$ cat config.mk
export PLATFORM = sky130hd
export DESIGN_NAME = core_muldiv_unit_flat
export DESIGN_NICKNAME = d
export VERILOG_FILES = /design/src/rtl/core_muldiv_pkg.sv /design/src/rtl/core_muldiv_if.sv /design/src/rtl/core_div_iter.sv /design/src/rtl/core_muldiv_unit.sv /design/src/flat_wrapper.sv
export SDC_FILE = /design/constraint.sdc
export NUM_CORES = 2
export LEC_CHECK = 0
export BUFFER_PORTS_ARGS = -buffer_cell sky130_fd_sc_hd__buf_2
export CORE_MARGIN = 2
export CORE_UTILIZATION = 30
export CTS_BUF_LIST = sky130_fd_sc_hd__clkbuf_4 sky130_fd_sc_hd__clkbuf_8
export DETAILED_ROUTE_END_ITERATION = 7
export PLACE_DENSITY_LB_ADDON = 0.1
export SLEW_MARGIN = 10
export SYNTH_ARGS = -nofsm -noshare
export SYNTH_HDL_FRONTEND = slang
export SYNTH_SLANG_ARGS = --single-unit
$ cat constraint.sdc
create_clock -name clk -period 8.2 [get_ports clk]
set_input_delay 1.64 -clock clk [delete_from_list [all_inputs] [get_ports clk]]
set_output_delay 1.64 -clock clk [all_outputs]
set_load 0.02 [all_outputs]
$ cat src/rtl/core_muldiv_pkg.sv
// rtl/core_muldiv_pkg.sv - opcode constants, FSM states and helpers for core_muldiv_unit
package core_muldiv_pkg;

    // bit 2: divide class; for divides bit 1: unsigned, bit 0: remainder
    localparam logic [2:0] OP_MUL   = 3'b000;
    localparam logic [2:0] OP_MULH  = 3'b001;
    localparam logic [2:0] OP_MULHU = 3'b010;
    localparam logic [2:0] OP_DIV   = 3'b100;
    localparam logic [2:0] OP_MOD   = 3'b101;
    localparam logic [2:0] OP_DIVU  = 3'b110;
    localparam logic [2:0] OP_MODU  = 3'b111;

    typedef enum logic [2:0] {
        ST_IDLE = 3'd0,
        ST_MUL  = 3'd1,
        ST_DIV  = 3'd2,
        ST_FIX  = 3'd3,
        ST_DONE = 3'd4
    } state_e;

    function automatic logic [31:0] neg_if(input logic [31:0] v, input logic neg);
        return neg ? (~v + 32'd1) : v;
    endfunction

endpackage

$ cat src/rtl/core_muldiv_if.sv
// rtl/core_muldiv_if.sv - request/result handshake bundle of core_muldiv_unit
interface core_muldiv_if;
    logic        req_valid_i;
    logic        req_ready_o;
    logic [2:0]  op_i;
    logic [31:0] r1_i;
    logic [31:0] r0_i;
    logic        res_valid_o;
    logic        res_ready_i;
    logic [31:0] res_o;

    modport master (
        output req_valid_i, op_i, r1_i, r0_i, res_ready_i,
        input  req_ready_o, res_valid_o, res_o
    );

    modport slave (
        input  req_valid_i, op_i, r1_i, r0_i, res_ready_i,
        output req_ready_o, res_valid_o, res_o
    );
endinterface

$ cat src/rtl/core_div_iter.sv
// rtl/core_div_iter.sv - one radix-2 restoring division step; built only with CORE_MULDIV_DIV_EN
`ifdef CORE_MULDIV_DIV_EN
module core_div_iter (
    input  logic [31:0] rem_i,
    input  logic [31:0] quo_i,
    input  logic [31:0] div_i,
    output logic [31:0] rem_o,
    output logic [31:0] quo_o
);
    logic [32:0] shifted;
    logic [31:0] sub;
    logic        ge;

    // quo_i holds unconsumed dividend bits at the top and quotient bits at the bottom
    always_comb begin
        shifted = {rem_i, quo_i[31]};
        ge      = shifted >= {1'b0, div_i};
        sub     = shifted[31:0] - div_i;
        rem_o   = ge ? sub : shifted[31:0];
        quo_o   = {quo_i[30:0], ge};
    end
endmodule
`endif

$ cat src/rtl/core_muldiv_unit.sv
// rtl/core_muldiv_unit.sv - LA32R multi-cycle multiply/divide unit; divider present only with CORE_MULDIV_DIV_EN
module core_muldiv_unit
    import core_muldiv_pkg::*;
(
    input  logic          clk,
    input  logic          rst_n,
    input  logic          flush_i,
    core_muldiv_if.slave  bus
);
    state_e      state_q, state_d;
    logic [2:0]  op_q;
    logic [31:0] a_q, b_q, res_q;
    logic        accept;
    logic        mul_sx;
    logic [63:0] mul_a, mul_b, prod;
    logic [31:0] mul_res;

    assign accept          = bus.req_valid_i && (state_q == ST_IDLE) && !flush_i;
    assign bus.req_ready_o = (state_q == ST_IDLE);
    assign bus.res_valid_o = (state_q == ST_DONE);
    assign bus.res_o       = res_q;

    // 33x33 signed product of sign/zero-extended operands, widened to 64 bits
    always_comb begin
        mul_sx  = (op_q != OP_MULHU);
        mul_a   = {{32{mul_sx & a_q[31]}}, a_q};
        mul_b   = {{32{mul_sx & b_q[31]}}, b_q};
        prod    = mul_a * mul_b;
        mul_res = '0;
        case (op_q)
            OP_MUL:           mul_res = prod[31:0];
            OP_MULH, OP_MULHU: mul_res = prod[63:32];
            default:          mul_res = '0;
        endcase
    end

`ifdef CORE_MULDIV_DIV_EN
    logic [31:0] rem_q, quo_q, dvs_q;
    logic [31:0] rem_nx, quo_nx;
    logic [31:0] abs_a, abs_b;
    logic [4:0]  cnt_q;
    logic        load_q;
    logic        sgn_div, q_neg, r_neg;

    always_comb begin
        sgn_div = !op_q[1];
        q_neg   = sgn_div & (a_q[31] ^ b_q[31]);
        r_neg   = sgn_div & a_q[31];
        abs_a   = neg_if(a_q, sgn_div & a_q[31]);
        abs_b   = neg_if(b_q, sgn_div & b_q[31]);
    end

    core_div_iter u_div_iter (
        .rem_i (rem_q),
        .quo_i (quo_q),
        .div_i (dvs_q),
        .rem_o (rem_nx),
        .quo_o (quo_nx)
    );
`endif

    always_ff @(posedge clk or negedge rst_n) begin
        if (!rst_n) state_q <= ST_IDLE;
        else        state_q <= state_d;
    end

    always_comb begin
        state_d = state_q;
        if (flush_i) begin
            state_d = ST_IDLE;
        end else begin
            case (state_q)
                ST_IDLE: if (accept) begin
`ifdef CORE_MULDIV_DIV_EN
                    if (!bus.op_i[2])           state_d = ST_MUL;
                    else if (bus.r0_i == 32'd0) state_d = ST_DONE;
                    else                        state_d = ST_DIV;
`else
                    state_d = ST_MUL;
`endif
                end
                ST_MUL:  state_d = ST_DONE;
`ifdef CORE_MULDIV_DIV_EN
                ST_DIV:  if (!load_q && cnt_q == 5'd31) state_d = ST_FIX;
                ST_FIX:  state_d = ST_DONE;
`endif
                ST_DONE: if (bus.res_ready_i) state_d = ST_IDLE;
                default: state_d = ST_IDLE;
            endcase
        end
    end

    // first DIV cycle converts the registered operands to magnitudes, then 32 steps
    always_ff @(posedge clk or negedge rst_n) begin
        if (!rst_n) begin
            op_q  <= OP_MUL;
            a_q   <= '0;
            b_q   <= '0;
            res_q <= '0;
`ifdef CORE_MULDIV_DIV_EN
            rem_q  <= '0;
            quo_q  <= '0;
            dvs_q  <= '0;
            cnt_q  <= '0;
            load_q <= 1'b0;
`endif
        end else begin
            if (accept) begin
                op_q <= bus.op_i;
                a_q  <= bus.r1_i;
                b_q  <= bus.r0_i;
`ifdef CORE_MULDIV_DIV_EN
                load_q <= 1'b1;
                cnt_q  <= '0;
                if (bus.op_i[2] && bus.r0_i == 32'd0)
                    res_q <= bus.op_i[0] ? bus.r1_i : 32'hFFFF_FFFF;
`endif
            end
            case (state_q)
                ST_MUL: res_q <= mul_res;
`ifdef CORE_MULDIV_DIV_EN
                ST_DIV: begin
                    if (load_q) begin
                        rem_q  <= '0;
                        quo_q  <= abs_a;
                        dvs_q  <= abs_b;
                        load_q <= 1'b0;
                    end else begin
                        rem_q <= rem_nx;
                        quo_q <= quo_nx;
                        cnt_q <= cnt_q + 5'd1;
                    end
                end
                ST_FIX: res_q <= op_q[0] ? neg_if(rem_q, r_neg) : neg_if(quo_q, q_neg);
`endif
                default: ;
            endcase
        end
    end

endmodule

$ cat src/flat_wrapper.sv
// flat-port wrapper written by rule: the top's interface ports become plain ports
module core_muldiv_unit_flat import core_muldiv_pkg::*;
  (clk, rst_n, flush_i, bus_req_valid_i, bus_op_i, bus_r1_i, bus_r0_i, bus_res_ready_i, bus_req_ready_o, bus_res_valid_o, bus_res_o);
  core_muldiv_if bus_i ();
  input  logic clk;
  input  logic rst_n;
  input  logic flush_i;
  input wire logic [$bits(bus_i.req_valid_i)-1:0] bus_req_valid_i;
  input wire logic [$bits(bus_i.op_i)-1:0] bus_op_i;
  input wire logic [$bits(bus_i.r1_i)-1:0] bus_r1_i;
  input wire logic [$bits(bus_i.r0_i)-1:0] bus_r0_i;
  input wire logic [$bits(bus_i.res_ready_i)-1:0] bus_res_ready_i;
  output wire logic [$bits(bus_i.req_ready_o)-1:0] bus_req_ready_o;
  output wire logic [$bits(bus_i.res_valid_o)-1:0] bus_res_valid_o;
  output wire logic [$bits(bus_i.res_o)-1:0] bus_res_o;
  assign bus_i.req_valid_i = bus_req_valid_i;
  assign bus_i.op_i = bus_op_i;
  assign bus_i.r1_i = bus_r1_i;
  assign bus_i.r0_i = bus_r0_i;
  assign bus_i.res_ready_i = bus_res_ready_i;
  assign bus_req_ready_o = bus_i.req_ready_o;
  assign bus_res_valid_o = bus_i.res_valid_o;
  assign bus_res_o = bus_i.res_o;
  core_muldiv_unit u_core (.clk(clk), .rst_n(rst_n), .flush_i(flush_i), .bus(bus_i));
endmodule
==> impl_metrics.yaml <==
route:
  drtPass1Iterations: 5
  drt_iter0_drc: 1289
  drcViolationCount: 0
  routed_via_density: 4.53
  drt-wirelength-per-cell_microns: 20.8
  vias: 30132
  wirelength_microns: 138000
  postRouteAntennaNets: 0
global_routing:
  grt_pass1_vias: 33948
  grt_pass1_wl_microns: 214000
  grt_antenna_before_repair: 4
  groute.usage.overall_pct: 20.2
  overflow: 0
  grt_max_degree: 63
yosys:
  synth_area_per_cell_sq_um: 9.26
  synth_edf_count: 0
  seq_area_frac_synth_pct: 5.99
  yosys_warnings: 0
  synth_cell_types: 82
  synthFlopType: "dfrtp_1"
  synthCells: 4557
  postSynthNetCount: 5966
  synth-seq-cells: 101
  ys_async_sr_fraction_pct: 100
  netlist_area_sq_mm: 0.0422
setup_path:
  path_max_fanout: 9
  startpoint_type: "flip-flop"
  endpoint: "u_core.bus.res_o[30]"
  rr_startpoint: "u_core.a_q[22]"
  crit_path_end_kind: "flip-flop"
  reg2reg_depth: 27
  rrSetupSlack_ns: 0.31
  cp.arrival_ns: 8.36
  startpoint: "u_core.a_q[22]"
  path_class: "flip-flop to flip-flop"
  required_ns: 8.66
  r2r-end: "u_core.bus.res_o[30]"
cts:
  htree_levels: 3
  cts_max_path_buffers: 2
  clock-sinks: 101
  cts_tree: "done"
  cts_buffers: 9
  root_buffer: "clkbuf_8"
  clk_pin_slew_ns: 0.18
  clk_latency_ns: 0.52
  cts_hold_buf: 0
layout:
  layout_commonest_cell: "inv_1"
  syn_to_final_growth_pct: 13.8
  post-route-util_pct: 34.4
  final_nets: 6179
  fill_cells: 14710
  final_cell_mix: "inv_1, fa_1, nand2_1"
  seqCellArea_sq_mm: 0.00254
  drive_gt1_share_pct: 13.3
  multi_input_area_sq_mm: 0.0346
  final_area_sq_mm: 0.0480
worst_hold_path:
  hold_path_class: "flip-flop to flip-flop"
outcome:
  status: "complete, no violations"
floorplanning:
  rows: 137
  die_area_sq_mm: 0.144
  start_util_pct: 30.2
  die_h_microns: 379
  die_width_microns: 379
  io_pins: 106
  core-area_sq_mm: 0.140
sta:
  layout_worst_path_cycle_share_pct: 96.3
  hold_viol_final: 0
  fin_skew_ns: 0.0514
  slew_headroom_pct: 37.0
  setup_tns_ns: 0
  slew_viol_final: 0
  fmax_mhz: 127
  min_period_ns: 7.89
  tightest_slew_ns: 0.944
  setup_viol: 0
placement:
  gp_congestion: 0.833
  dp_hpwl_microns: 121000
  io_buffers: 105
  placedInstanceArea_sq_mm: 0.0475
job:
  cap_violations: 0
==> worst min path at each step <==
stage / from / end / slack, ns / cells past startpoint
detailed placement: u_core.bus.res_o[13] / u_core.bus.res_o[13] / 0.47 / 2
finish: u_core.bus.res_o[13] / u_core.bus.res_o[13] / 0.50 / 2
global route: u_core.bus.res_o[13] / u_core.bus.res_o[13] / 0.53 / 2
floorplan: u_core.op_q[2] / u_core.op_q[2] / 0.55 / 1
global placement: u_core.bus.res_o[13] / u_core.bus.res_o[13] / 0.47 / 2
CTS: u_core.bus.res_o[13] / u_core.bus.res_o[13] / 0.50 / 2
==> kinds of logic (layout without fill, tap and decap cells) <==
group	after synthesis	in the layout	share of synthesized area (%)
AO/OA/AOI/OAI	264	264	4.44
adder cells (fa/ha/maj)	1337	1337	59.7
buffers and inverters	1407	1625	12.5
XOR/XNOR	67	67	1.39
other	0	2	0
AND/OR/NAND/NOR	1309	1309	14.0
flip-flops	101	101	5.99
multiplexers	72	72	1.92
==> synth_stat cells (all sizes together), types with 10 or more instances <==
library cell | n | area (sq um)
and3 | 24 | 155
fa | 1125 | 22500
a21oi | 74 | 397
nand2b | 11 | 68.8
nand4 | 11 | 68.8
clkbuf | 254 | 955
nand3 | 18 | 95.1
nand2 | 810 | 3040
nor2b | 10 | 62.6
and2 | 287 | 1800
o21a | 10 | 82.6
dfrtp | 101 | 2530
nor2 | 96 | 360
a221oi | 16 | 158
xnor2 | 49 | 429
nor3 | 14 | 70.1
xor2 | 18 | 158
a21o | 33 | 249
or2 | 10 | 62.6
o21ai | 55 | 294
inv | 1145 | 4300
ha | 212 | 2650
mux2 | 69 | 781
==> flip-flops by register name, indices dropped and copies added, names as in the netlist <==
signal and cells:
u_core.a_q 32, u_core.state_q 2, u_core.bus.res_o 32, u_core.b_q 32, u_core.op_q 3
==> final cells by class <==
class                      instances  area share, %
clock inverter                     7          0.258
multi-input combinational       3049           72.1
tap                             1876           4.89
timing repair buffer             464           8.25
sequential                       101           5.29
inverter                        1145           8.96
clock buffer                       9          0.258
antenna                            2         0.0104
==> through the flow <==
stage          setup WS (ns)  hold slack (ns)  instances
2_1_floorplan          0.165            0.555       4557
4_1_cts              0.00864            0.497       6648
3_5_place_dp         -0.0657            0.469       6632
5_1_grt             -0.00804            0.534       6651
6_report               0.306            0.502       6653
3_3_place_gp         -0.0354            0.465       6632
==> layer usage <==
layer | global-route usage (%) | routed length [microns] | share of wire [%]
met5 | 0 | 13 | 0.0094
met4 | 7.32 | 6060 | 4.4
met3 | 2.06 | 4030 | 2.9
met2 | 35.7 | 70800 | 51
met1 | 25.5 | 57300 | 41
==> critical path, stage by stage, from the launching register on <==
cell      delay [ns]
dfrtp_1         0.53
buf_4           0.24
and2_1          0.16
fa_1            0.53
inv_1           0.06
fa_1            0.53
inv_1           0.05
fa_1            0.49
fa_1            0.58
fa_1            0.45
fa_1            0.54
inv_1           0.06
fa_1            0.48
inv_1           0.05
fa_1            0.48
ha_1            0.41
buf_4           0.17
and4_1          0.21
o211ai_1        0.12
a22o_1          0.23
a31o_4          0.24
buf_12          0.13
o21ai_4         0.19
a221oi_4        0.12
o31ai_4         0.28
nand3_2         0.11
mux2_4          0.31
o21ai_2         0.10
==> what timing repair did <==
action                     4_1_cts  5_1_grt
buffers inserted                 0        3
gates resized for setup          3       54
pin swaps                        2        9
setup endpoints to repair        8       22
cloned                           0        0
Power is not shown: default switching activity piles up to over one toggle a cycle in this logic, so the estimate is an artifact.
